===== src/rtl/ifid_fetch_stage.sv =====
// MIPS fetch stage: PC register, next-PC select, interrupt entry and IF/ID pipeline register.
// Optional `IFID_PERF_CNT_EN adds saturating stall/flush event counters.
module ifid_fetch_stage #(
    parameter logic [31:0] RESET_PC  = 32'h80000000,
    parameter logic [31:0] ILLOP_PC  = 32'h80000004,
    parameter logic [31:0] XADR_PC   = 32'h80000008,
    parameter logic [31:0] NOP_INSTR = 32'h00000000
) (
    input  logic        clk,
    input  logic        reset,
    input  logic        stall,
    input  logic        flush,
    input  logic        interrupt,
    input  logic [2:0]  PCSrcID,
    input  logic [31:0] branch_target,
    input  logic [31:0] jump_target,
    input  logic [31:0] jr_target,
    input  logic [31:0] imem_instr,
    output logic [31:0] pc_if,
    output logic [31:0] instr_id,
    output logic [31:0] pc_plus4_id,
    output logic        valid_id,
    output logic [31:0] epc,
    output logic        epc_we
`ifdef IFID_PERF_CNT_EN
    ,
    output logic [31:0] stall_cnt,
    output logic [31:0] flush_cnt
`endif
);

    logic        pendingQ;
    logic        intPrevQ;
    logic        accept;
    logic        bubble;
    logic [31:0] pcPlus4;
    logic [31:0] pcNext;

    assign pcPlus4 = pc_if + 32'd4;

    // Interrupts only enter from user mode, and never while the pipe is redirecting or held.
    always_comb begin
        accept = pendingQ & ~pc_if[31] & ~stall & (PCSrcID == 3'd0);
        bubble = flush | accept;
        pcNext = pcPlus4;
        if (accept) begin
            pcNext = ILLOP_PC;
        end else begin
            case (PCSrcID)
                3'd0:    pcNext = pcPlus4;
                3'd1:    pcNext = branch_target;
                3'd2:    pcNext = jump_target;
                3'd3:    pcNext = jr_target;
                3'd4:    pcNext = ILLOP_PC;
                default: pcNext = XADR_PC;
            endcase
        end
    end

    always_ff @(posedge clk) begin
        if (reset) begin
            pc_if       <= RESET_PC;
            instr_id    <= NOP_INSTR;
            pc_plus4_id <= 32'd0;
            valid_id    <= 1'b0;
            epc         <= 32'd0;
            epc_we      <= 1'b0;
            pendingQ    <= 1'b0;
            intPrevQ    <= 1'b0;
        end else begin
            intPrevQ <= interrupt;
            // A still-high request after acceptance must not re-arm; only a new rising level does.
            if (accept) begin
                pendingQ <= 1'b0;
            end else if (interrupt && !intPrevQ) begin
                pendingQ <= 1'b1;
            end
            epc_we <= accept;
            if (!stall) begin
                pc_if       <= pcNext;
                pc_plus4_id <= pcPlus4;
                if (bubble) begin
                    instr_id <= NOP_INSTR;
                    valid_id <= 1'b0;
                end else begin
                    instr_id <= imem_instr;
                    valid_id <= 1'b1;
                end
                if (accept) begin
                    epc <= pc_if;
                end
            end
        end
    end

`ifdef IFID_PERF_CNT_EN
    always_ff @(posedge clk) begin
        if (reset) begin
            stall_cnt <= 32'd0;
            flush_cnt <= 32'd0;
        end else begin
            if (stall && stall_cnt != 32'hFFFFFFFF) begin
                stall_cnt <= stall_cnt + 32'd1;
            end
            if (!stall && bubble && flush_cnt != 32'hFFFFFFFF) begin
                flush_cnt <= flush_cnt + 32'd1;
            end
        end
    end
`endif

endmodule


===== config.mk =====
export PLATFORM = sky130hd
export DESIGN_NAME = ifid_fetch_stage
export DESIGN_NICKNAME = d
export VERILOG_FILES = /design/src/rtl/ifid_fetch_stage.sv
export SDC_FILE = /design/constraint.sdc
export NUM_CORES = 1
export LEC_CHECK = 0
export BUFFER_PORTS_ARGS = -buffer_cell sky130_fd_sc_hd__buf_2
export CORE_AREA = 2 2 132 108
export CTS_CLUSTER_DIAMETER = 200
export DETAILED_ROUTE_END_ITERATION = 12
export DIE_AREA = 0 0 134 110
export GPL_ROUTABILITY_DRIVEN = 0
export GPL_TIMING_DRIVEN = 0
export HOLD_SLACK_MARGIN = 0.02
export PLACE_DENSITY_LB_ADDON = 0.05
export SLEW_MARGIN = 40
export SYNTH_ARGS = -nofsm -noshare
export SYNTH_HDL_FRONTEND = slang
export SYNTH_SLANG_ARGS = --single-unit

===== constraint.sdc =====
create_clock -name clk -period 2.3 [get_ports clk]
set_clock_uncertainty 0.15 [all_clocks]
set_input_delay 0.115 -clock clk [delete_from_list [all_inputs] [get_ports clk]]
set_output_delay 0.115 -clock clk [all_outputs]
set_load 0.005 [all_outputs]

* Word level (Yosys, flattened, before mapping)
Index checks and enable logic that the tools add are counted.
Word-level totals: bits in registers 132, latch bits 0, bits in writable memories 0, ROM bits 0, input bits 136, output and inout port bits 130, logic and storage cells 28, memories kept 0
Cells by class: $add $sub $neg 1, multiply operators 0, div/mod/pow operators 0, magnitude comparators 0, equal/unequal tests 4, shift-type cells 0, multiplexer cells 4, bitwise logic cells 6, reductions and logical operators 5
Operator list (number):
- 32-bit case mux with 5 select lines | 1
- 32-bit 2-to-1 mux | 2
- 32-bit by 3-bit adder with 32-bit output, second input constant | 1
- 3-bit by 2-bit == test with 1-bit output, second input constant | 2
- 1-bit AND | 3
- 3-bit by 1-bit == test with 1-bit output, second input constant | 1
- 3-bit == test, second input constant | 1
- 3-bit logical NOT | 1
- 1-bit inverter | 2
- 2-bit AND reduction | 1
- 2-bit OR reduction | 1
- 1-bit logical AND | 1
- 1-bit logical NOT | 1
- 1-bit 2-to-1 mux | 1
- 1-bit OR | 1

* Depth between registers and ports, before layout
depth in word-level cells 6, mapped depth 8, depth with buffers taken out 6

* Worst setup path after synthesis
Ideal clock, no wire load.
kind register -> register, start point reg pc_if[2], end point reg pc_if[20], setup time 127 ps, data arrival time 1878 ps, required time 2023 ps, path slack 145 ps, stages on the path, launching flop included 8, buffers on the path 1, clock period less this slack 2155 ps, cells stage by stage dfxtp_1 -> ha_1 -> and3_1 -> and4_1 -> buf_2 -> nand3_1 -> and4_1 -> or3_1
On the way: word-level cells in the longest chain between the ends 3
Ends and longest elaborated chain:
- start: declaration | RTL line 19 | output logic [31:0] pc_if,
- start signal: assignment | RTL line 80 | pc_if <= pcNext;
- 32-bit by 3-bit adder with 32-bit output | RTL line 39 | assign pcPlus4 = pc_if + 32'd4;
- 32-bit case mux with 5 select lines | RTL line 49 | case (PCSrcID)
- 32-bit 2-to-1 mux | RTL line 46 | if (accept) begin
No other way between the ends. A chain may end at the register's enable or synchronous reset.

* Final worst setup path
Ends and elaborated chain as after synthesis.

==> impl_summary.log <==
INFO  metric fin_hold_ws = 0.02135 ns
INFO  metric timing.max_cap.violations = 0
INFO  metric drtAntennaViolNets = 0
INFO  metric synth-async-reset-ratio = 0%
INFO  metric drt-initial-drc-count = 629
INFO  metric power_per_cell_area = 650.0 nW/µm²
INFO  metric cts-root-to-sink-buffers = 2
INFO  metric max_rail_drop_vdd = 0.0004803 V
INFO  metric worst_r2r_path_depth = 7
INFO  metric status = finished, final reports clean
INFO  metric place_inst = 1220
INFO  metric r2r_slack = 0.01 ns
INFO  metric slew_headroom = 45.04%
INFO  metric non_filler_instances = 1304
INFO  metric initial_core_utilization = 48.10%
INFO  metric ys.warnings.count = 0
INFO  metric die-height = 110 µm
INFO  metric grt_pass1_vias = 6876
INFO  metric wl = 24590 µm
INFO  metric ctsRootBufferMaster = sky130_fd_sc_hd__clkbuf_16
INFO  metric io_pins = 266
INFO  metric synth_seq_cells = 132
INFO  metric cts.sinks = 132
INFO  metric flip_flop_and_latch_area = 2653 µm²
INFO  metric core_area = 13360 µm²
INFO  metric postSynthCellCount = 776
INFO  metric slew_violations = 0
INFO  metric layout-drive-gt1-share = 33.90%
INFO  metric tritoncts.num_buffers = 17
INFO  metric reg_to_reg_critical_path_startpoint = pc_if[2]
INFO  metric fmax = 0.4367 GHz
INFO  metric flow.area_growth_from_synthesis = 42.91%
INFO  metric globalRouteTotalUtil = 32.70%
INFO  metric post-route-drc-count = 0
INFO  metric synth.largest_area_cell = sky130_fd_sc_hd__dfxtp_1
INFO  metric multi_input_area = 3466 µm²
INFO  metric number_of_placement_rows = 38
INFO  metric synth_seq_area_share = 41.12%
INFO  metric num-fill-cells = 1132
INFO  metric post_synth.cell_area_avg = 8.281 µm²
INFO  metric antenna_found_initial = 0
INFO  metric finalCritPeriodShare = 99.57%
INFO  metric hpwl = 17690 µm
INFO  metric place_worst_setup_slack = -0.2248 ns
INFO  metric holdCritPathClass = in -> reg
INFO  metric timing.final.setup_violations = 0
INFO  metric hp-start = jr_target[4]
INFO  metric cts_tree = built
INFO  metric layout_min_cycle_time = 2.290 ns
INFO  metric p_leak = 0.004081 µW
INFO  metric clk_transition_reported_paths = 0.06 ns
INFO  metric clock_insertion_delay_worst_skew = 0.42 ns
INFO  metric hold_depth = 3
INFO  metric viasPerCell = 5.606
INFO  metric synth_enable_flop_cells = 0
INFO  metric avgRoutedWirePerCell = 18.86 µm
INFO  metric finalHoldViolations = 0
INFO  metric global_route_wire_length_before_repair = 37030 µm
INFO  metric rsz0062_at_grt = true
INFO  metric yosys_most_used_dff = sky130_fd_sc_hd__dfxtp_1
INFO  metric die-area = 14740 µm²
INFO  metric maximum_net_fanout_on_the_critical_path = 9
INFO  metric drt_pass1_iterations = 5
INFO  metric hold_path_end = pc_if[4]
INFO  metric post_synth_num_cell_types = 53
INFO  metric vias = 7310
INFO  metric reg2reg_to = pc_if[20]
INFO  metric worst_setup_path_end_kind = register
INFO  metric h-tree-depth = 4
INFO  metric synthTopCellsByArea = sky130_fd_sc_hd__dfxtp_1, sky130_fd_sc_hd__nand2_1, sky130_fd_sc_hd__a22oi_1
INFO  metric worst-endpoint-required = 2.45 ns
INFO  metric insertedDiodeCount = 0
INFO  metric grt_start_max_net_pins = 17
INFO  metric timing.setup.critical_path_class = reg -> reg
INFO  metric die_width = 134 µm
INFO  metric cp-start-kind = register
INFO  metric synth_top_cell_area_share = 41.12%
INFO  metric postLayoutCoreUtil = 68.74%
INFO  metric nets = 1248
INFO  metric synth_area = 6426 µm²
INFO  metric placement.io_buffers = 264
INFO  metric synth_fp_nets = 913
INFO  metric tightest_slew = 0.8244 ns
INFO  metric worst-endpoint-arrival = 2.44 ns
INFO  metric grt-ovfl-total = 0
INFO  metric fin_ws = 0.009866 ns
logic make-up (layout without fill, tap and decap cells):
kind of cell	count (synthesis)	in the layout	synth area share, %
AOI/OAI and AO/OA	217	217	22.84
xor gates and xnor gates	28	28	3.816
adders and majority gates	1	1	0.1947
buffers and inverters	86	434	5.822
DFF	132	132	41.12
muxes	37	37	6.503
and+or+nand+nor	275	275	19.70
synthesized netlist by cell type (5+ instances only):
| cell | number |
|---|---|
| sky130_fd_sc_hd__buf_1 | 8 |
| sky130_fd_sc_hd__nor4_1 | 5 |
| sky130_fd_sc_hd__o32ai_1 | 8 |
| sky130_fd_sc_hd__a21oi_1 | 71 |
| sky130_fd_sc_hd__nand2_1 | 110 |
| sky130_fd_sc_hd__buf_4 | 5 |
| sky130_fd_sc_hd__inv_1 | 14 |
| sky130_fd_sc_hd__mux2_2 | 28 |
| sky130_fd_sc_hd__and3_1 | 9 |
| sky130_fd_sc_hd__or3_1 | 5 |
| sky130_fd_sc_hd__nand3_1 | 17 |
| sky130_fd_sc_hd__and4_1 | 7 |
| sky130_fd_sc_hd__dfxtp_1 | 132 |
| sky130_fd_sc_hd__xor2_1 | 13 |
| sky130_fd_sc_hd__xnor2_1 | 15 |
| sky130_fd_sc_hd__buf_2 | 26 |
| sky130_fd_sc_hd__a22o_1 | 9 |
| sky130_fd_sc_hd__o311ai_0 | 7 |
| sky130_fd_sc_hd__nor2_1 | 84 |
| sky130_fd_sc_hd__o22ai_1 | 5 |
| sky130_fd_sc_hd__a22oi_1 | 53 |
| sky130_fd_sc_hd__a31oi_1 | 12 |
| sky130_fd_sc_hd__mux2i_1 | 8 |
| sky130_fd_sc_hd__nor3_1 | 14 |
| sky130_fd_sc_hd__a211oi_1 | 15 |
| sky130_fd_sc_hd__o21ai_0 | 11 |
| sky130_fd_sc_hd__clkbuf_1 | 33 |
| sky130_fd_sc_hd__nand4_1 | 10 |
timing repair:
action / in CTS / in global routing
buffers inserted: 0 / 2
gates resized for setup: 7 / 15
setup endpoints to repair: 10 / 41
hold endpoints to repair: 51 / 0
cloned: 0 / 0
pin swaps: 0 / 2
hold buffers: 50 / 0
flip-flops by register name (all words and copies together), names as in the netlist:
register and cells:
epc 32, epc_we 1, instr_id 32, intPrevQ 1
pc_if 32, pc_plus4_id 32, pendingQ 1, valid_id 1
power breakdown:
part / internal [µW] / switching [µW]
clock: 1710 / 1080
sequential: 2350 / 58.3
combinational: 359 / 400
total: 4430 / 1540
critical path, stage by stage (launching register included):
cell and delay, ns:
sky130_fd_sc_hd__dfxtp_4 0.42, sky130_fd_sc_hd__ha_4 0.18, sky130_fd_sc_hd__and3_1 0.23, sky130_fd_sc_hd__and4_1 0.20, sky130_fd_sc_hd__buf_2 0.21, sky130_fd_sc_hd__nand3_1 0.18
sky130_fd_sc_hd__and4_1 0.22, sky130_fd_sc_hd__or3_1 0.37
layout by cell type, fill, tap and decap left out, types with 6 or more instances in the layout:
master	instances
sky130_fd_sc_hd__a211oi_1	15
sky130_fd_sc_hd__inv_1	14
sky130_fd_sc_hd__and3_1	9
sky130_fd_sc_hd__nand4_1	10
sky130_fd_sc_hd__clkbuf_1	32
sky130_fd_sc_hd__mux2i_1	8
sky130_fd_sc_hd__clkbuf_16	17
sky130_fd_sc_hd__and4_1	7
sky130_fd_sc_hd__o32ai_1	8
sky130_fd_sc_hd__buf_2	287
sky130_fd_sc_hd__xor2_1	13
sky130_fd_sc_hd__xnor2_1	15
sky130_fd_sc_hd__dlygate4sd3_1	50
sky130_fd_sc_hd__mux2_2	28
sky130_fd_sc_hd__o21ai_0	11
sky130_fd_sc_hd__a21oi_1	71
sky130_fd_sc_hd__nand3_1	16
sky130_fd_sc_hd__a22o_1	9
sky130_fd_sc_hd__nor3_1	11
sky130_fd_sc_hd__o311ai_0	7
sky130_fd_sc_hd__nor2_1	83
sky130_fd_sc_hd__buf_4	6
sky130_fd_sc_hd__a22oi_1	53
sky130_fd_sc_hd__buf_1	6
sky130_fd_sc_hd__a31oi_1	12
sky130_fd_sc_hd__dfxtp_1	128
sky130_fd_sc_hd__nand2_1	110
area by class of cell:
cell class              count  area share, %
clock buffers              17          4.632
clock inverters            15          1.962
multi-input cells         558          37.74
inverters                  14         0.5722
plain buffers              72          3.624
well taps                 180          2.452
flip-flops and latches    132          28.88
repair buffers            316          20.14
through the flow:
stage | TNS [ns] | total power, µW | cell area [µm²]
6_report | 0 | 5970 | 9184
5_1_grt | -0.2754 | 6144 | 9184
4_1_cts | 0 | 5954 | 9111
3_5_place_dp | -2.885 | 3129 | 7978
3_3_place_gp | -2.409 | 3123 | 7973
2_1_floorplan | 0 | 2805 | 6426
routing by layer:
metal / vias to the layer above / wire length (µm) / global-route usage [%] / share of wire, %
li1: 3473 / - / - / -
met1: 3421 / 10560 / 44.85 / 43
met2: 383 / 11210 / 52.31 / 46
met3: 33 / 2499 / 7.545 / 10
met4: 0 / 327 / 8.511 / 1.3
met5: - / 0 / 0 / 0
worst max-delay path by stage:
| stage | to | from | slack (ns) |
|---|---|---|---|
| 6_report | pc_if[20] | pc_if[2] | 0.01 |
| 5_1_grt | pc_plus4_id[31] | pc_if[22] | -0.08 |
| 4_1_cts | pc_if[20] | pc_if[31] | 0.01 |
| 3_5_place_dp | pc_if[20] | pc_if[2] | -0.22 |
| 3_3_place_gp | pc_if[20] | pc_if[2] | -0.22 |
| 2_1_floorplan | pc_if[20] | pc_if[2] | 0.14 |
Power figures use the tool's default switching activity.
